## config.mk

```make
export PLATFORM = sky130hd
export DESIGN_NAME = alu_flag_unit
export DESIGN_NICKNAME = d
export VERILOG_FILES = /design/src/rtl/alu_flag_unit_pkg.sv /design/src/rtl/alu_flag_unit_cond_eval.sv /design/src/rtl/alu_flag_unit.sv
export SDC_FILE = /design/constraint.sdc
export NUM_CORES = 1
export LEC_CHECK = 0
export CORE_MARGIN = 5
export CORE_UTILIZATION = 43
export CTS_BUF_LIST = sky130_fd_sc_hd__clkbuf_4 sky130_fd_sc_hd__clkbuf_8
export DETAILED_ROUTE_END_ITERATION = 6
export GPL_ROUTABILITY_DRIVEN = 0
export GPL_TIMING_DRIVEN = 0
export PLACE_DENSITY = 0.9
export SYNTH_ARGS = -nofsm -noshare
export SYNTH_HDL_FRONTEND = slang
export SYNTH_SLANG_ARGS = --single-unit
```

## constraint.sdc

```tcl
create_clock -name clk -period 2.8 [get_ports clk]
set_clock_uncertainty 0.1 [all_clocks]
set_input_delay 0.42 -clock clk [delete_from_list [all_inputs] [get_ports clk]]
set_output_delay 0.42 -clock clk [all_outputs]
set_load 0.05 [all_outputs]
```

## src/rtl/alu_flag_unit_pkg.sv

```systemverilog
// ---- alu_pkg : shared ALU op codes, A64 condition codes, branch kinds, NZCV indices -- rev 1.0 ----
`default_nettype none

package alu_pkg;

  localparam logic [2:0] ALU_PASS_B   = 3'b000;
  localparam logic [2:0] ALU_ADD      = 3'b010;
  localparam logic [2:0] ALU_SUBTRACT = 3'b011;
  localparam logic [2:0] ALU_AND      = 3'b100;
  localparam logic [2:0] ALU_OR       = 3'b101;
  localparam logic [2:0] ALU_XOR      = 3'b110;

  // Bit positions inside the packed {N,Z,C,V} vector
  localparam int FLAG_N = 3;
  localparam int FLAG_Z = 2;
  localparam int FLAG_C = 1;
  localparam int FLAG_V = 0;

  typedef enum logic [3:0] {
    COND_EQ = 4'b0000, COND_NE = 4'b0001, COND_CS = 4'b0010, COND_CC = 4'b0011,
    COND_MI = 4'b0100, COND_PL = 4'b0101, COND_VS = 4'b0110, COND_VC = 4'b0111,
    COND_HI = 4'b1000, COND_LS = 4'b1001, COND_GE = 4'b1010, COND_LT = 4'b1011,
    COND_GT = 4'b1100, COND_LE = 4'b1101, COND_AL = 4'b1110, COND_NV = 4'b1111
  } cond_e;

  typedef enum logic [1:0] {
    BR_COND   = 2'b00,
    BR_CBZ    = 2'b01,
    BR_CBNZ   = 2'b10,
    BR_UNCOND = 2'b11
  } br_kind_e;

endpackage

`default_nettype wire

```

## src/rtl/alu_flag_unit_cond_eval.sv

```systemverilog
// ---- cond_eval : combinational A64 condition-code check against an NZCV vector -- rev 1.0 ----
`default_nettype none

module cond_eval
  import alu_pkg::*;
(
  input  cond_e      cond,
  input  logic [3:0] nzcv,
  output logic       pass
);

  logic n, z, c, v;

  always_comb begin
    n    = nzcv[FLAG_N];
    z    = nzcv[FLAG_Z];
    c    = nzcv[FLAG_C];
    v    = nzcv[FLAG_V];
    pass = 1'b1;
    case (cond)
      COND_EQ: pass = z;
      COND_NE: pass = !z;
      COND_CS: pass = c;
      COND_CC: pass = !c;
      COND_MI: pass = n;
      COND_PL: pass = !n;
      COND_VS: pass = v;
      COND_VC: pass = !v;
      COND_HI: pass = c & !z;
      COND_LS: pass = !(c & !z);
      COND_GE: pass = (n == v);
      COND_LT: pass = (n != v);
      COND_GT: pass = !z & (n == v);
      COND_LE: pass = !(!z & (n == v));
      default: pass = 1'b1;  // AL and NV both always pass in A64
    endcase
  end

endmodule

`default_nettype wire

```

## src/rtl/alu_flag_unit.sv

```systemverilog
// ---- alu_flag_unit : NZCV flag register plus registered branch taken/not-taken decision -- rev 1.0 ----
`default_nettype none

module alu_flag_unit
  import alu_pkg::*;
#(
  parameter logic [3:0] RESET_FLAGS = 4'b0000
) (
  input  logic       clk,
  input  logic       reset_n,
  input  logic [2:0] alu_cntrl,
  input  logic       alu_negative,
  input  logic       alu_zero,
  input  logic       alu_carry_out,
  input  logic       alu_overflow,
  input  logic       set_flags,
  input  logic       q_valid,
  input  logic [1:0] q_kind,
  input  logic [3:0] q_cond,
  input  logic       flush,
  output logic [3:0] flags_q,
  output logic       taken_valid,
  output logic       taken
);

  logic [3:0] flags_d;
  logic       taken_valid_d, taken_valid_q;
  logic       taken_d, taken_q;
  logic       cond_pass;
  logic       result;

  // flags_d doubles as the bypass value: it already holds this cycle's write
  cond_eval u_cond_eval (
    .cond (cond_e'(q_cond)),
    .nzcv (flags_d),
    .pass (cond_pass)
  );

  always_comb begin
    flags_d = flags_q;
    if (set_flags) begin
      case (alu_cntrl)
        ALU_ADD, ALU_SUBTRACT: flags_d = {alu_negative, alu_zero, alu_carry_out, alu_overflow};
        ALU_AND:               flags_d = {alu_negative, alu_zero, 2'b00};
        default:               flags_d = flags_q;
      endcase
    end
  end

  always_comb begin
    result = 1'b1;
    case (br_kind_e'(q_kind))
      BR_COND:  result = cond_pass;
      BR_CBZ:   result = alu_zero;
      BR_CBNZ:  result = !alu_zero;
      default:  result = 1'b1;
    endcase
    taken_valid_d = q_valid & !flush;
    taken_d       = taken_valid_d ? result : taken_q;
  end

  always_ff @(posedge clk) begin
    if (!reset_n) begin
      flags_q       <= RESET_FLAGS;
      taken_valid_q <= 1'b0;
      taken_q       <= 1'b0;
    end else begin
      flags_q       <= flags_d;
      taken_valid_q <= taken_valid_d;
      taken_q       <= taken_d;
    end
  end

  assign taken_valid = taken_valid_q;
  assign taken       = taken_q;

endmodule

`default_nettype wire
```

* Yosys cells after proc, flatten, opt, wreduce, memory -nomap -nowiden
Index checks and enable logic that the tools add are counted.
** Word-level totals
- Memories :: 0
- ROM bits :: 0
- RAM bits :: 0
- Latch bits :: 0
- Word-level logic and storage cells :: 41
- Flip-flop bits (word level) :: 6
** Operators by class
- Order comparisons :: 0
- $mul :: 0
- $add $sub $neg :: 0
- Multiplexer cells :: 4
- Bitwise gates (word level) :: 3
- Reduce and logical (&&, ||, !) cells :: 11
- Equality and inequality tests :: 20
- Div/mod/pow operators :: 0
- Shifts and indexed selects :: 0
** Operators with widths (count)
- $eq 4x4->1 const B :: 6
- $eq 4x3->1 const B :: 4
- $pmux 1 s14 :: 1
- $eq 4x2->1 const B :: 2
- $logic_not 1->1 :: 8
- $pmux 4 s2 :: 1
- $eq 3x2->1 const B :: 2
- $eq 4x1->1 const B :: 1
- $logic_not 4->1 :: 1
- $mux 4 :: 1
- $and 1x1->1 :: 3
- $eq 3x3->1 const B :: 1
- $pmux 1 s3 :: 1
- $eq 2x1->1 const B :: 1
- $eq 2x2->1 const B :: 1
- $logic_not 2->1 :: 1
- $reduce_or 2->1 :: 1
- $eq 1x1->1 :: 1
- $ne 1x1->1 :: 1

* Longest topological paths before layout
Gate-level depths: netlist of run 1.
- Word-level depth :: 9
- Depth in mapped cells :: 8
- Depth with buffers taken out :: 7

* Modules after synthesis
From an unflattened synthesis of run 1, not the netlist that was laid out.
** Unflattened totals
- Cell total of the unflattened synthesis :: 65
- Area total of the unflattened synthesis :: 531.8 um^2
** By module, submodules not included
- alu_flag_unit :: cells each 41, area each 354.1 um^2, times used 1
- cond_eval :: cells each 24, area each 177.7 um^2, times used 1

* Worst setup path after synthesis of run 1
No wires, ideal clock.
- Kind :: register -> register
- Start point :: register flags_q[2]
- End point :: register taken_q (netlist: taken)
- Buffers on the path :: 0
- Cell stages (with the launch flop) :: 8
- Library setup time :: 91 ps
- Path slack :: 610 ps
- Arrival :: 1999 ps
- Period minus slack after synthesis :: 2190 ps
- Cell sequence :: dfxtp_1 -> or2_2 -> a21oi_1 -> a211o_2 -> or4_1 -> a31oi_1 -> a2111oi_1 -> a311oi_1
** Between the ends
- Cells in the longest elaborated chain, start to end :: 7
- Elaborated cells between the ends (all ways) :: 9
- Classes of those cells :: mux: 4; bitwise: 2; reduce/logical: 3
** RTL lines
- start, declared :: RTL line alu_flag_unit.sv:21 : output logic [3:0] flags_q,
- start signal, assigned :: RTL line alu_flag_unit.sv:68 : flags_q <= flags_d;
- $pmux 4 s2 :: RTL line alu_flag_unit.sv:42 : case (alu_cntrl)
- $mux 4 (*) :: RTL line alu_flag_unit.sv:41 : if (set_flags) begin
- $logic_not 1->1
- $and 1x1->1 (on tied branches)
- $logic_not 1->1 (on tied branches) :: RTL line alu_flag_unit_cond_eval.sv:34, alu_flag_unit_cond_eval.sv:30
- $pmux 1 s14 (*) :: RTL line alu_flag_unit_cond_eval.sv:20 : case (cond)
- $pmux 1 s3 (*) :: RTL line alu_flag_unit.sv:52 : case (br_kind_e'(q_kind))
- end signal, assigned :: RTL line alu_flag_unit.sv:70 : taken_q <= taken_d;
- end, declared :: RTL line alu_flag_unit.sv:28 : logic taken_d, taken_q;
Every way passes the cells marked *; elsewhere a longest branch is shown, timed or not.
A chain may end at the register's enable or synchronous reset.

* Worst setup path in the final report of run 1
- Start point :: input port set_flags
- End point :: register taken_q (netlist: taken)
** Between the ends
- Cells in the longest elaborated chain, start to end :: 6
- Elaborated cells between the ends (all ways) :: 13
- Classes of those cells :: eq/ne: 2; mux: 3; bitwise: 2; reduce/logical: 6
** RTL lines
- start, declared :: RTL line alu_flag_unit.sv:16 : input logic set_flags,
- $mux 4 (*) :: RTL line alu_flag_unit.sv:41
- $eq 1x1->1 / $logic_not 1->1 (equally long branches)
- $and 1x1->1 (on tied branches)
- $logic_not 1->1 (on tied branches) :: RTL line alu_flag_unit_cond_eval.sv:34, alu_flag_unit_cond_eval.sv:30
- $pmux 1 s14 (*) :: RTL line alu_flag_unit_cond_eval.sv:20
- $pmux 1 s3 (*) :: RTL line alu_flag_unit.sv:52
Marks and branches as above.

==> results.json, run 1 <==
{
  "clkLatencyLatePin_ns": 0.23,
  "routed_wl_um": 1530,
  "ant_nets": 0,
  "wl_met2_um": 789,
  "syn-cell-area_um2": 572,
  "rsz0062_at_grt": "false",
  "dp_hpwl_um": 1210,
  "powerDensity_mw_per_mm2": 350,
  "synth_mux_area_share_pct": 0,
  "cts.sinks": 6,
  "io_buffers": 20,
  "hold_buffers": 0,
  "cp_max_fo": 7,
  "wl_per_cell_um": 13.4,
  "power_mw": 0.285,
  "period_needed_ns": 2.65,
  "cts_tree": "yes",
  "leakage_nw": 0.289,
  "grt_overflow": 0,
  "hold_violations": 0,
  "slew_violations": 0,
  "n_antenna_cell": 0,
  "synthXorXnorAreaFrac_pct": 4.38,
  "cts.clk_slew.worst_paths_ns": 0.05,
  "finalCritPeriodShare_pct": 94.7,
  "drive_gt1_share_pct": 12.1,
  "worst-setup-path-type": "in2reg",
  "yosysWarningCount": 0,
  "drt_iter0_markers": 18,
  "synth.distinct_cells": 40,
  "fin_util_pct": 63.3,
  "synth_top_family_by_area": "simple AND/OR/NAND/NOR gates",
  "grt_use_total_pct": 14.3,
  "dr_total_vias": 674,
  "yosys-top-cells-count": "11 x nor2_1, 7 x nand2_1, 6 x dfxtp_1, 4 x a21oi_1",
  "crit_path_end_kind": "flip-flop",
  "ctsHtreeMaxLevel": 1,
  "grt_pass1_wl_um": 2270,
  "start_util_pct": 44.5,
  "drc_errors": 0,
  "yosysMostFrequentCell": "nor2_1",
  "min_path_type": "in2reg",
  "cts_root_buf": "clkbuf_4",
  "start_kind": "primary input",
  "ys_top_cells_by_area": "dfxtp_1 21%, nor2_1 7.2%, nand2_1 4.6%, a211oi_1 3.9%, nand3b_1 3.9%",
  "die_h_um": 46.5,
  "antenna_found_initial": 0,
  "ys_async_sr_fraction_pct": 0,
  "netlist_instances": 76,
  "multi_input_area_um2": 420,
  "synth_seq_area_share_pct": 21.0,
  "crit_required_ns": 2.80,
  "ys.flop_type": "dfxtp_1",
  "regArea_um2": 120,
  "cts_setup_buffers": 0,
  "synth.net_count": 94,
  "io_pins": 24,
  "synth_fa_ha_area_share_pct": 0,
  "synth_seq_cells": 6,
  "cp.arrival_ns": 2.65,
  "maxSlewHeadroom_pct": 66.3,
  "synth_area_per_cell_um2": 7.52,
  "worst_pin_slew_ns": 0.504,
  "die_x_um": 46.5,
  "fmax_ghz": 0.377,
  "postCtsResizedCells": 0,
  "fillers": 125,
  "nets": 119,
  "cap_violations": 0,
  "viasPerCell": 5.91,
  "syn2layout_area_growth_pct": 42.2,
  "grt_max_degree": 11,
  "synth_edf_count": 0,
  "grt_pass1_vias": 607,
  "top_layer": "met4",
  "wl_met3_um": 132,
  "first_pass_iters": 4,
  "peakVddDrop_uv": 159,
  "synth_compound_area_share_pct": 30.6,
  "core_area_mm2": 0.00128,
  "dieArea_mm2": 0.00216,
  "synth_simple_gate_area_share_pct": 38.5,
  "setup_viol": 0,
  "clockBufferDepth": 2,
  "run_status": "complete, no violations",
  "wl_met1_um": 586,
  "synth_top_area_share_pct": 21.0,
  "num_rows": 13,
  "yosys.area.top_type": "dfxtp_1",
  "cts_made_buffers": 3
}
[layout make-up]
| cell class | instances | share of cell area (%) |
|---|---|---|
| Multi-Input combinational cell | 65 | 51.7 |
| Clock buffer | 3 | 2.77 |
| Buffer | 4 | 3.38 |
| Sequential cell | 6 | 14.8 |
| Tap cell | 15 | 2.31 |
| Timing Repair Buffer | 20 | 24.6 |
| Inverter | 1 | 0.462 |
[cell usage in the layout (no fill, tap or decap), types with 2 or more instances in the layout]
cell type,n
a211oi_1,3
a21oi_1,4
and2_1,3
clkbuf_4,4
clkdlybuf4s50_1,20
dfxtp_1,6
nand2_1,7
nand3b_1,3
nand4_1,2
nor2_1,11
o211ai_1,2
o22ai_1,3
or2_2,2
or3_1,2
[cells by family after synthesis]
kind of cell	Yosys count
AND/OR/NAND/NOR	40
XOR/XNOR	2
flip-flops	6
buffers and inverters	5
AO/OA/AOI/OAI	23
[worst paths after layout]
check,slack (ns),from,end,cells after the start
worst max-delay path,0.15,set_flags,taken$_SDFFE_PN0P_,8
worst min-delay path,0.43,q_cond[2],taken$_SDFFE_PN0P_,3
worst max register to register,0.79,flags_q[3]$_SDFF_PN0_,taken$_SDFFE_PN0P_,7
worst min register to register,0.44,taken$_SDFFE_PN0P_,taken$_SDFFE_PN0P_,2
[through the flow]
step                      hold slack (ns)  worst slack, ns  instances  setup TNS (ns)  area (um^2)
after floorplan                     0.442            0.610         76               0          572
after global routing                0.438           0.0615        114               0          813
after CTS                           0.418            0.147        114               0          813
after global placement              0.429          -0.0446        111         -0.0446          791
after detailed placement            0.422           -0.109        111          -0.109          791
final                               0.429            0.147        114               0          813
[per-layer routing]
| layer | global-route usage, % | vias up |
|---|---|---|
| li1 | - | 337 |
| met1 | 15.5 | 302 |
| met2 | 26.9 | 31 |
| met3 | 0.391 | 4 |
| met4 | 8.52 | 0 |
| met5 | 0 | - |
[where the power goes]
group | internal [mW] | switching, mW
logic | 0.0541 | 0.0601
clock network | 0.0483 | 0.0289
registers | 0.0904 | 0.00308
total | 0.193 | 0.0921
[registers in the layout, indices dropped and copies added (netlist names)]
| name | count |
|---|---|
| taken_valid | 1 |
| flags_q | 4 |
| taken | 1 |
[critical path: stages]
cell and delay (ns):
clkdlybuf4s50_1 0.59, or3b_4 0.44, o22ai_1 0.17, a211oi_2 0.15, xnor2_2 0.21, o211ai_1 0.13
a2111oi_1 0.40, a311oi_1 0.14
Note: power is estimated with default switching activity, not from simulation.
==> inputs of run 2 (changes only) <==
- CAP_MARGIN: unset -> 10
- RECOVER_POWER: unset -> 100
==> run 2 against run 1 <==
Net effect:
- via count decreased by 0.30%
- non-clock buffer count stayed put
- worst hold slack about the same
- count of clock-buffer cells in the layout did not move
- critical path depth unchanged
- sequential share of layout area is the same
- final area unchanged
==> results.json, run 2 (same netlist as run 1, synthesis figures left out) <==
{
  "grt_overflow": 0,
  "hold_violations": 0,
  "start_kind": "primary input",
  "clkLatencyLatePin_ns": 0.23,
  "ctsHtreeMaxLevel": 1,
  "worst-setup-path-type": "in2reg",
  "die_h_um": 46.5,
  "antenna_found_initial": 0,
  "finalSetupTns_ns": 0,
  "cts.sinks": 6,
  "drt_iter0_markers": 18,
  "cts_setup_buffers": 0,
  "nets": 119,
  "cts_root_buf": "clkbuf_4",
  "period_needed_ns": 2.65,
  "start_util_pct": 44.5,
  "clockBufferDepth": 2,
  "dieArea_mm2": 0.00216,
  "maxSlewHeadroom_pct": 65.8,
  "num_rows": 13,
  "wl_per_cell_um": 13.5,
  "cp.arrival_ns": 2.65,
  "fillers": 125,
  "fin_area_um2": 813,
  "syn2layout_area_growth_pct": 42.2,
  "grt_max_degree": 11,
  "finalCritPeriodShare_pct": 94.8,
  "worst_pin_slew_ns": 0.511,
  "io_buffers": 20,
  "grt_pass1_wl_um": 2270,
  "crit_path_end_kind": "flip-flop",
  "routed_wl_um": 1530,
  "peakVddDrop_uv": 158,
  "grt_pass1_vias": 607,
  "io_pins": 24,
  "drc_errors": 0,
  "core_area_mm2": 0.00128,
  "largest_reg_flops": 4,
  "n_antenna_cell": 0,
  "dpl_cell_area_um2": 791,
  "grt_use_total_pct": 14.3,
  "hold_buffers": 0,
  "viasPerCell": 5.89,
  "setup_viol": 0,
  "fmax_ghz": 0.377,
  "final_cell_mix": "13 x clkdlybuf4s50_1, 11 x nor2_1, 7 x nand2_1, 7 x dlygate4sd3_1, 6 x dfxtp_1",
  "crit_required_ns": 2.80,
  "cap_violations": 0,
  "cp_max_fo": 7,
  "min_path_type": "in2reg",
  "whs_ns": 0.429,
  "power_mw": 0.283,
  "run_status": "complete, no violations",
  "regMostFlops": "flags_q",
  "drive_gt1_share_pct": 12.1,
  "ant_nets": 0,
  "rsz0062_at_grt": "false",
  "cts_tree": "yes",
  "leakage_nw": 0.306,
  "cts_made_buffers": 3,
  "slew_violations": 0,
  "cts.clk_slew.worst_paths_ns": 0.05,
  "final_common_cell": "clkdlybuf4s50_1",
  "die_x_um": 46.5,
  "postCtsResizedCells": 0,
  "powerDensity_mw_per_mm2": 348,
  "first_pass_iters": 4,
  "dp_hpwl_um": 1210,
  "dr_total_vias": 672
}
-- run 2: cell types whose count changed in the layout (fill, tap and decap cells not counted), sizes merged --
cell / before / now
clkdlybuf4s50: 20 / 13
dlygate4sd3: 0 / 7
-- run 2: worst max-delay path, cell delays in order --
cell	delay, ns
clkdlybuf4s50_1	0.59
or3b_4	0.44
o22ai_1	0.17
a211oi_2	0.15
xnor2_2	0.21
o211ai_1	0.13
a2111oi_1	0.40
a311oi_1	0.14
-- run 2: through the flow --
stage	setup slack (ns)	utilization [%]	instances
floorplan	0.610	-	76
global placement	-0.0446	61.5	111
detailed placement	-0.109	61.5	111
CTS	0.147	63.3	114
global route	0.0615	63.3	114
finish	0.145	63.3	114
-- run 2: final cells by class --
| class | count | area [um^2] | area share, % |
|---|---|---|---|
| buffer | 4 | 27.5 | 3.38 |
| clock buffer | 3 | 22.5 | 2.77 |
| inverter | 1 | 3.75 | 0.462 |
| multi-input combinational | 65 | 420 | 51.7 |
| sequential | 6 | 120 | 14.8 |
| tap | 15 | 18.8 | 2.31 |
| timing repair buffer | 20 | 200 | 24.6 |
-- run 2: final timing paths --
| kind | cells after the start | slack [ns] | from | end |
|---|---|---|---|---|
| max | 8 | 0.15 | set_flags | taken$_SDFFE_PN0P_ |
| min | 3 | 0.43 | q_cond[2] | taken$_SDFFE_PN0P_ |
| max reg2reg | 7 | 0.80 | flags_q[3]$_SDFF_PN0_ | taken$_SDFFE_PN0P_ |
| min reg2reg | 2 | 0.44 | taken$_SDFFE_PN0P_ | taken$_SDFFE_PN0P_ |
-- run 2: power breakdown --
part	switching (mW)	total [mW]	internal, mW
Sequential	0.00289	0.0932	0.0904
Combinational	0.0601	0.112	0.0522
Clock	0.0289	0.0773	0.0483
Total	0.0919	0.283	0.191
-- run 2: layer usage --
layer | wire length [um] | track usage [%] | up-vias
li1 | - | - | 337
met1 | 591 | 15.5 | 301
met2 | 786 | 26.9 | 30
met3 | 132 | 0.391 | 4
met4 | 24 | 8.52 | 0
met5 | 0 | 0 | -
